--- src/rtl/serial_eq_ctrl_pkg.sv ---
// Shared constants for the serial equality controller: FSM encodings and slice width.
package serial_eq_ctrl_pkg;

  localparam int SLICE_W = 2;

  localparam logic [1:0] ST_IDLE = 2'd0;
  localparam logic [1:0] ST_CMP  = 2'd1;
  localparam logic [1:0] ST_DONE = 2'd2;

endpackage

--- src/rtl/serial_eq_ctrl_eq2.sv ---
// eq2: purely combinational 2-bit equality slice; ledpin is high when a == b.
module eq2
  import serial_eq_ctrl_pkg::*;
(
  input  logic [SLICE_W-1:0] a,
  input  logic [SLICE_W-1:0] b,
  output logic               ledpin
);

  assign ledpin = (a == b);

endmodule

--- src/rtl/serial_eq_ctrl.sv ---
// Serial equality controller: walks two WIDTH-bit operands through one eq2 slice,
// two bits per cycle, LSB slice first, exiting early on the first mismatch.
module serial_eq_ctrl
  import serial_eq_ctrl_pkg::*;
#(
  parameter  int WIDTH = 8,
  localparam int N     = WIDTH / 2,
  localparam int IDX_W = (N > 1) ? $clog2(N) : 1
) (
  input  logic             clk,
  input  logic             reset,
  input  logic             start,
  input  logic [WIDTH-1:0] a_in,
  input  logic [WIDTH-1:0] b_in,
  output logic             busy,
  output logic             done,
  output logic             equal,
  output logic             ledpin,
  output logic [IDX_W-1:0] slice_idx
);

  localparam logic [IDX_W-1:0] LAST_IDX = IDX_W'(N - 1);

  logic [1:0]       state_q, state_d;
  logic [WIDTH-1:0] a_sh_q, a_sh_d;
  logic [WIDTH-1:0] b_sh_q, b_sh_d;
  logic [IDX_W-1:0] cnt_q, cnt_d;
  logic             equal_q, equal_d;
  logic             ledpin_q, ledpin_d;
  logic             slice_eq;

  eq2 u_eq2 (
    .a      (a_sh_q[SLICE_W-1:0]),
    .b      (b_sh_q[SLICE_W-1:0]),
    .ledpin (slice_eq)
  );

  always_comb begin
    state_d  = state_q;
    a_sh_d   = a_sh_q;
    b_sh_d   = b_sh_q;
    cnt_d    = cnt_q;
    equal_d  = equal_q;
    ledpin_d = ledpin_q;
    case (state_q)
      ST_IDLE: begin
        if (start) begin
          a_sh_d   = a_in;
          b_sh_d   = b_in;
          cnt_d    = '0;
          equal_d  = 1'b0;
          ledpin_d = 1'b0;
          state_d  = ST_CMP;
        end
      end
      ST_CMP: begin
        if (!slice_eq) begin
          equal_d = 1'b0;
          state_d = ST_DONE;
        end else if (cnt_q == LAST_IDX) begin
          equal_d  = 1'b1;
          ledpin_d = 1'b1;
          state_d  = ST_DONE;
        end else begin
          // Zero fill keeps the upper bits deterministic once consumed.
          a_sh_d = a_sh_q >> SLICE_W;
          b_sh_d = b_sh_q >> SLICE_W;
          cnt_d  = cnt_q + IDX_W'(1);
        end
      end
      ST_DONE: state_d = ST_IDLE;
      default: state_d = ST_IDLE;
    endcase
  end

  always_ff @(posedge clk or posedge reset) begin
    if (reset) begin
      state_q  <= ST_IDLE;
      a_sh_q   <= '0;
      b_sh_q   <= '0;
      cnt_q    <= '0;
      equal_q  <= 1'b0;
      ledpin_q <= 1'b0;
    end else begin
      state_q  <= state_d;
      a_sh_q   <= a_sh_d;
      b_sh_q   <= b_sh_d;
      cnt_q    <= cnt_d;
      equal_q  <= equal_d;
      ledpin_q <= ledpin_d;
    end
  end

  // Handshake outputs decode registered state only, so they cannot glitch.
  assign busy      = (state_q != ST_IDLE);
  assign done      = (state_q == ST_DONE);
  assign equal     = equal_q;
  assign ledpin    = ledpin_q;
  assign slice_idx = (state_q == ST_CMP) ? cnt_q : '0;

endmodule

--- config.mk ---
export PLATFORM = sky130hd
export DESIGN_NAME = serial_eq_ctrl
export DESIGN_NICKNAME = d
export VERILOG_FILES = /design/src/rtl/serial_eq_ctrl_pkg.sv /design/src/rtl/serial_eq_ctrl_eq2.sv /design/src/rtl/serial_eq_ctrl.sv
export SDC_FILE = /design/constraint.sdc
export NUM_CORES = 1
export LEC_CHECK = 0
export CAP_MARGIN = 20
export CORE_MARGIN = 3
export CORE_UTILIZATION = 55
export DETAILED_ROUTE_END_ITERATION = 16
export DONT_BUFFER_PORTS = 1
export PLACE_DENSITY_LB_ADDON = 0.12
export SYNTH_ARGS = -nofsm -noshare
export SYNTH_HDL_FRONTEND = slang
export SYNTH_SLANG_ARGS = --single-unit
--- constraint.sdc ---
create_clock -name clk -period 1.55 [get_ports clk]
set_clock_uncertainty 0.15 [all_clocks]
set_input_delay 0.3875 -clock clk [delete_from_list [all_inputs] [get_ports clk]]
set_output_delay 0.3875 -clock clk [all_outputs]
set_load 0.01 [all_outputs]
After elaboration in Yosys (flattened, before gate mapping)
Cells that the tools add are included.
{"block": "totals", "ff_bits": 22, "output_inout_bits": 6}
{"block": "op_classes", "add_sub_neg": 1, "n_eq_ne": 9, "mux": 23, "reduce_logical": 7}
{"op": "$mux W8", "n": 6}
{"op": "$pmux W8 S2", "n": 2}
{"op": "$mux W2", "n": 7}
{"op": "$ne A2 B2 Y1 const B", "n": 4}
{"op": "$pmux W2 S2", "n": 2}
{"op": "$reduce_and A4 Y1", "n": 2}
{"op": "$eq A2 B2 Y1 const B", "n": 2}
{"op": "$mux W1", "n": 4}
{"op": "$pmux W1 S2", "n": 2}
{"op": "$reduce_bool A2 Y1", "n": 2}
{"op": "$ne A3 B3 Y1 const B", "n": 1}
{"op": "$reduce_and A3 Y1", "n": 1}
{"op": "$add A2 B1 Y2 const B", "n": 1}
{"op": "$eq A2 B1 Y1 const B", "n": 1}
{"op": "$eq A2 B2 Y1", "n": 1}
{"op": "$logic_not A2 Y1", "n": 1}
{"op": "$reduce_and A2 Y1", "n": 1}

Depth between registers and ports, before layout
{"block": "logic_depth", "word_depth": 4, "mapped_depth": 7, "depth_no_buf": 6}

Modules after synthesis
A second synthesis with hierarchy kept.
{"block": "unflattened", "hier_cells": 91, "hier_area_um2": 1099.8}
{"module": "serial_eq_ctrl", "instances": 1, "cells_each": 88, "area_each_um2": 1078.5}
{"module": "eq2", "instances": 1, "cells_each": 3, "area_each_um2": 21.3}

Least setup slack after synthesis
Ideal clock, no wire load.
{"block": "synth_path", "path_type": "register to register", "startpoint": "register cnt_q[0]", "endpoint": "register cnt_q[0]", "t_arrival_ns": 1.336, "required_time_ns": 1.275, "path_slack_ns": -0.061, "path_stages_with_launch": 6, "path_cell_list": "dfrtp_1 -> ha_1 -> nand2b_1 -> a21oi_4 -> nand2_4 -> mux2_4"}
{"block": "synth_between", "elab_chain_cells": 4, "elab_cells_between_ends": 7}
{"element": "start, declared", "line": "serial_eq_ctrl.sv:27", "source": "logic [IDX_W-1:0] cnt_q, cnt_d;"}
{"element": "start signal, assigned", "line": "serial_eq_ctrl.sv:88", "source": "cnt_q <= cnt_d;"}
{"element": "$add A2 B1 Y2", "line": "serial_eq_ctrl.sv:68", "source": "cnt_d = cnt_q + IDX_W'(1);"}
{"element": "$mux W2", "line": "serial_eq_ctrl.sv:60", "source": "end else if (cnt_q == LAST_IDX) begin"}
{"element": "$mux W2", "line": "serial_eq_ctrl.sv:57", "source": "if (!slice_eq) begin"}
{"element": "$pmux W2 S2", "line": "serial_eq_ctrl.sv:45", "source": "case (state_q)"}
Parallel ways exist; a longest one is shown, timed or not. The select of a mux whose other input is x is not followed.
A chain may end at the register's enable or synchronous reset.

Final worst setup path
{"block": "layout_path", "startpoint": "register state_q[1]", "endpoint": "output port slice_idx[0]"}
{"block": "layout_between", "elab_chain_cells": 2}
{"element": "start, declared", "line": "serial_eq_ctrl.sv:24", "source": "logic [1:0] state_q, state_d;"}
{"element": "start signal, assigned", "line": "serial_eq_ctrl.sv:85", "source": "state_q <= state_d;"}
{"element": "$eq A2 B1 Y1", "line": "serial_eq_ctrl.sv:99", "source": "assign slice_idx = (state_q == ST_CMP) ? cnt_q : '0;"}
{"element": "$mux W2", "line": "serial_eq_ctrl.sv:99"}
{"element": "end, declared", "line": "serial_eq_ctrl.sv:19", "source": "output logic [IDX_W-1:0] slice_idx"}
No other way between the ends.

==> impl_metrics.py <==
metrics = {
    "sta": {
        "period_needed_ns": 1.631,
        "slew-limit-headroom_pct": 81.39,
        "maxSlewViolCount": 0,
        "fin_ws_ns": -0.08059,
        "finalSetupViolations": 8,
        "tns_ns": -0.3550,
        "max_freq_mhz": 613.3,
        "tightest_slew_ns": 0.2792,
        "grt_setup_unrepaired": "true",
        "hold_viol_final": 0,
        "timing.final.crit_share_pct": 105.2,
    },
    "worst_setup_path": {
        "crit_start": "state_q[1]$_DFFE_PP0P_",
        "reg2reg_from": "cnt_q[1]$_DFFE_PP0P_",
        "crit_path_end_kind": "output pin",
        "crit_chain": "nor2b_4, and2_4",
        "path_buf_inv": 0,
        "critPathKind": "flip-flop to output pin",
        "crit_path_start_kind": "flip-flop",
        "slowest_delay_ns": 0.44,
        "crit_family": "flip-flops",
        "crit_slowest_cell": "dfrtp_1",
        "worstPathRequired_ns": 1.01,
        "critPathArrivalTime_ns": 1.09,
        "crit_path_max_fanout": 4,
    },
    "global_routing": {
        "grt_max_degree": 23,
        "antenna_found_initial": 0,
        "grt_overflow": 0,
        "grt_use_total_pct": 18.34,
        "first_global_vias": 783,
        "grt_pass1_wl_um": 3608,
    },
    "floorplanning": {
        "die_x_um": 52.12,
        "row_count": 16,
        "die_area_mm2": 0.002716,
        "ios": 25,
        "dieHeight_um": 52.12,
        "initial_core_util_pct": 59.03,
        "core_area_mm2": 0.001982,
    },
    "pwr": {
        "p_clk_share_pct": 7.9,
        "swShare_pct": 41.48,
        "power_density_mw_per_mm2": 2284,
        "internal_power_mw": 1.891,
        "peakVddDrop_uv": 1545,
        "p_sw_mw": 1.341,
        "p_comb_share_pct": 60.1,
        "power_frac_seq_pct": 32.0,
        "p_leak_nw": 0.5934,
    },
    "finish": {
        "syn2layout_area_growth_pct": 20.96,
        "layout-drive-gt1-share_pct": 52.21,
        "mostFrequentLayoutCell": "dfrtp_1",
        "fin_cells": 140,
        "final_cell_mix": "dfrtp_1, a21oi_2, buf_4",
        "final_nets": 135,
        "antenna_cells": 0,
        "fin_util_pct": 71.40,
    },
    "route": {
        "wl_um": 2334,
        "remaining_drc_errors": 0,
        "drtIter0Drc": 17,
        "ant_nets": 0,
        "via_per_inst": 5.650,
        "vias": 791,
        "firstDrtPassIters": 4,
        "routedWlPerCell_um": 16.67,
    },
    "logic_synthesis": {
        "synthTopCellsByArea": "dfrtp_1, mux2i_1, a21oi_2",
        "synth.distinct_cells": 28,
        "synth_top_area_cell": "dfrtp_1",
        "ys_ff_latch": 22,
        "yosys_warnings": 0,
        "avgSynthCellArea_um2": 11.94,
        "synth_top_area_share_pct": 47.06,
        "syn_nets": 118,
        "yosysSeqAreaShare_pct": 47.06,
        "syn_inst": 98,
        "netlist_area_mm2": 0.001170,
    },
    "hold_path": {
        "min_path_type": "primary input to flip-flop",
        "worstHoldStart": "a_in[6]",
    },
    "placed_design": {
        "portBuffers": 0,
        "place_congestion": 0.7538,
        "place.detailed.hpwl_um": 1535,
        "preCtsSetupSlack_ns": -0.02009,
        "placed_cells": 128,
    },
    "outcome": {
        "violations": "setup timing",
        "outcome": "finished with violations",
    },
    "clock_network": {
        "clock-sinks": 22,
        "numCtsBuffers": 3,
        "root_buffer": "clkbuf_4",
        "clk_pin_slew_worst_paths_ns": 0.12,
        "htreeDepth": 1,
        "clk_latency_ns": 0.31,
        "cts_tree": "yes",
        "clock_path_buffers": 2,
    },
    "run": {
        "max_cap_violations": 0,
    },
}
-- worst reg2reg max path: stages (launching register included) --
cell and delay, ns:
dfrtp_1 0.41, ha_2 0.19, nand2b_4 0.14, a21oi_4 0.20, nand2_4 0.13, mux2_4 0.28
-- routing by layer --
metal | vias up | wire length [um] | GRT usage, %
met4 | 0 | 38 | 7.860
met5 | - | 0 | 0
met1 | 382 | 1033 | 24.44
li1 | 382 | - | -
met3 | 5 | 120 | 3.438
met2 | 22 | 1141 | 29.08
-- final cells by class --
| cell class | count | area (um2) |
|---|---|---|
| inverter | 2 | 20.02 |
| sequential | 22 | 551.8 |
| multi-input combinational | 68 | 625.6 |
| timing repair buffer | 18 | 161.4 |
| tap | 27 | 33.78 |
| clock buffer | 3 | 22.52 |
| fill | 136 | 566.8 |
-- stage by stage --
| step | cell area (um2) | power [mW] | hold slack (ns) |
|---|---|---|---|
| global placement | 1219 | 2.481 | 0.1807 |
| detailed placement | 1219 | 2.527 | 0.1824 |
| floorplan | 1179 | 2.337 | 0.2267 |
| finish | 1415 | 3.232 | 0.05560 |
| CTS | 1311 | 2.937 | 0.05498 |
| global route | 1415 | 3.438 | 0.06556 |
-- power by group through the flow --
stage | clock (mW) | combinational (mW) | sequential, mW
2_1_floorplan | 0 | 1.37 | 0.969
3_3_place_gp | 0 | 1.48 | 1.00
3_5_place_dp | 0 | 1.52 | 1.01
4_1_cts | 0.260 | 1.69 | 0.989
5_1_grt | 0.272 | 2.10 | 1.06
6_report | 0.257 | 1.94 | 1.03
-- cell usage after synthesis --
master / number
inv_4: 1
nand2b_4: 1
nand2b_1: 2
a21oi_2: 9
a21bo_4: 1
mux2i_1: 12
a22o_1: 5
ha_1: 1
a21oi_1: 15
buf_2: 1
or2_2: 1
o21ai_0: 5
nor2b_1: 1
mux2_4: 1
nor2_1: 2
nand2_1: 2
dfrtp_1: 22
xnor2_1: 2
nor2b_4: 1
buf_6: 4
nor3b_2: 1
inv_1: 1
and2_1: 2
nand2_4: 1
o21a_1: 1
and2b_1: 1
a21oi_4: 1
buf_12: 1
-- cell families (layout without fill, tap and decap cells) --
kind of cell	count (synthesis)	after routing	share of synthesized area, %
AO/OA/AOI/OAI	37	37	22.46
XOR/XNOR	2	2	1.498
adder cells (fa/ha/maj)	1	1	1.069
buffers and inverters	8	23	6.844
flip-flops	22	22	47.06
multiplexers	13	13	11.55
AND/OR/NAND/NOR	15	15	9.519
-- timing repair --
action | in CTS | in global routing
hold endpoints to repair | 22 | 0
pin swaps | 3 | 6
gates cloned | 1 | 0
setup buffers | 4 | 3
hold buffers | 1 | 0
endpoints found under the setup margin | 21 | 22
resized for setup | 8 | 19
-- sequential cells by signal, summed over array words and instances (netlist names) --
signal / cells
equal: 1
ledpin: 1
a_sh_q: 8
b_sh_q: 8
cnt_q: 2
state_q: 2
-- path summary, 6_finish.rpt --
check | endpoint | slack (ns) | cells after the start
hold / removal | a_sh_q[6]$_DFFE_PP0P_ | 0.06 | 1
setup reg to reg | cnt_q[0]$_DFFE_PP0P_ | -0.04 | 5
setup / recovery | slice_idx[0] | -0.08 | 2
hold reg to reg | a_sh_q[6]$_DFFE_PP0P_ | 0.38 | 1
max in group asynchronous | state_q[0]$_DFFE_PP0P_ | 0.61 | 3
min in group asynchronous | cnt_q[1]$_DFFE_PP0P_ | 0.39 | 3
(Power assumes the default switching activity.)
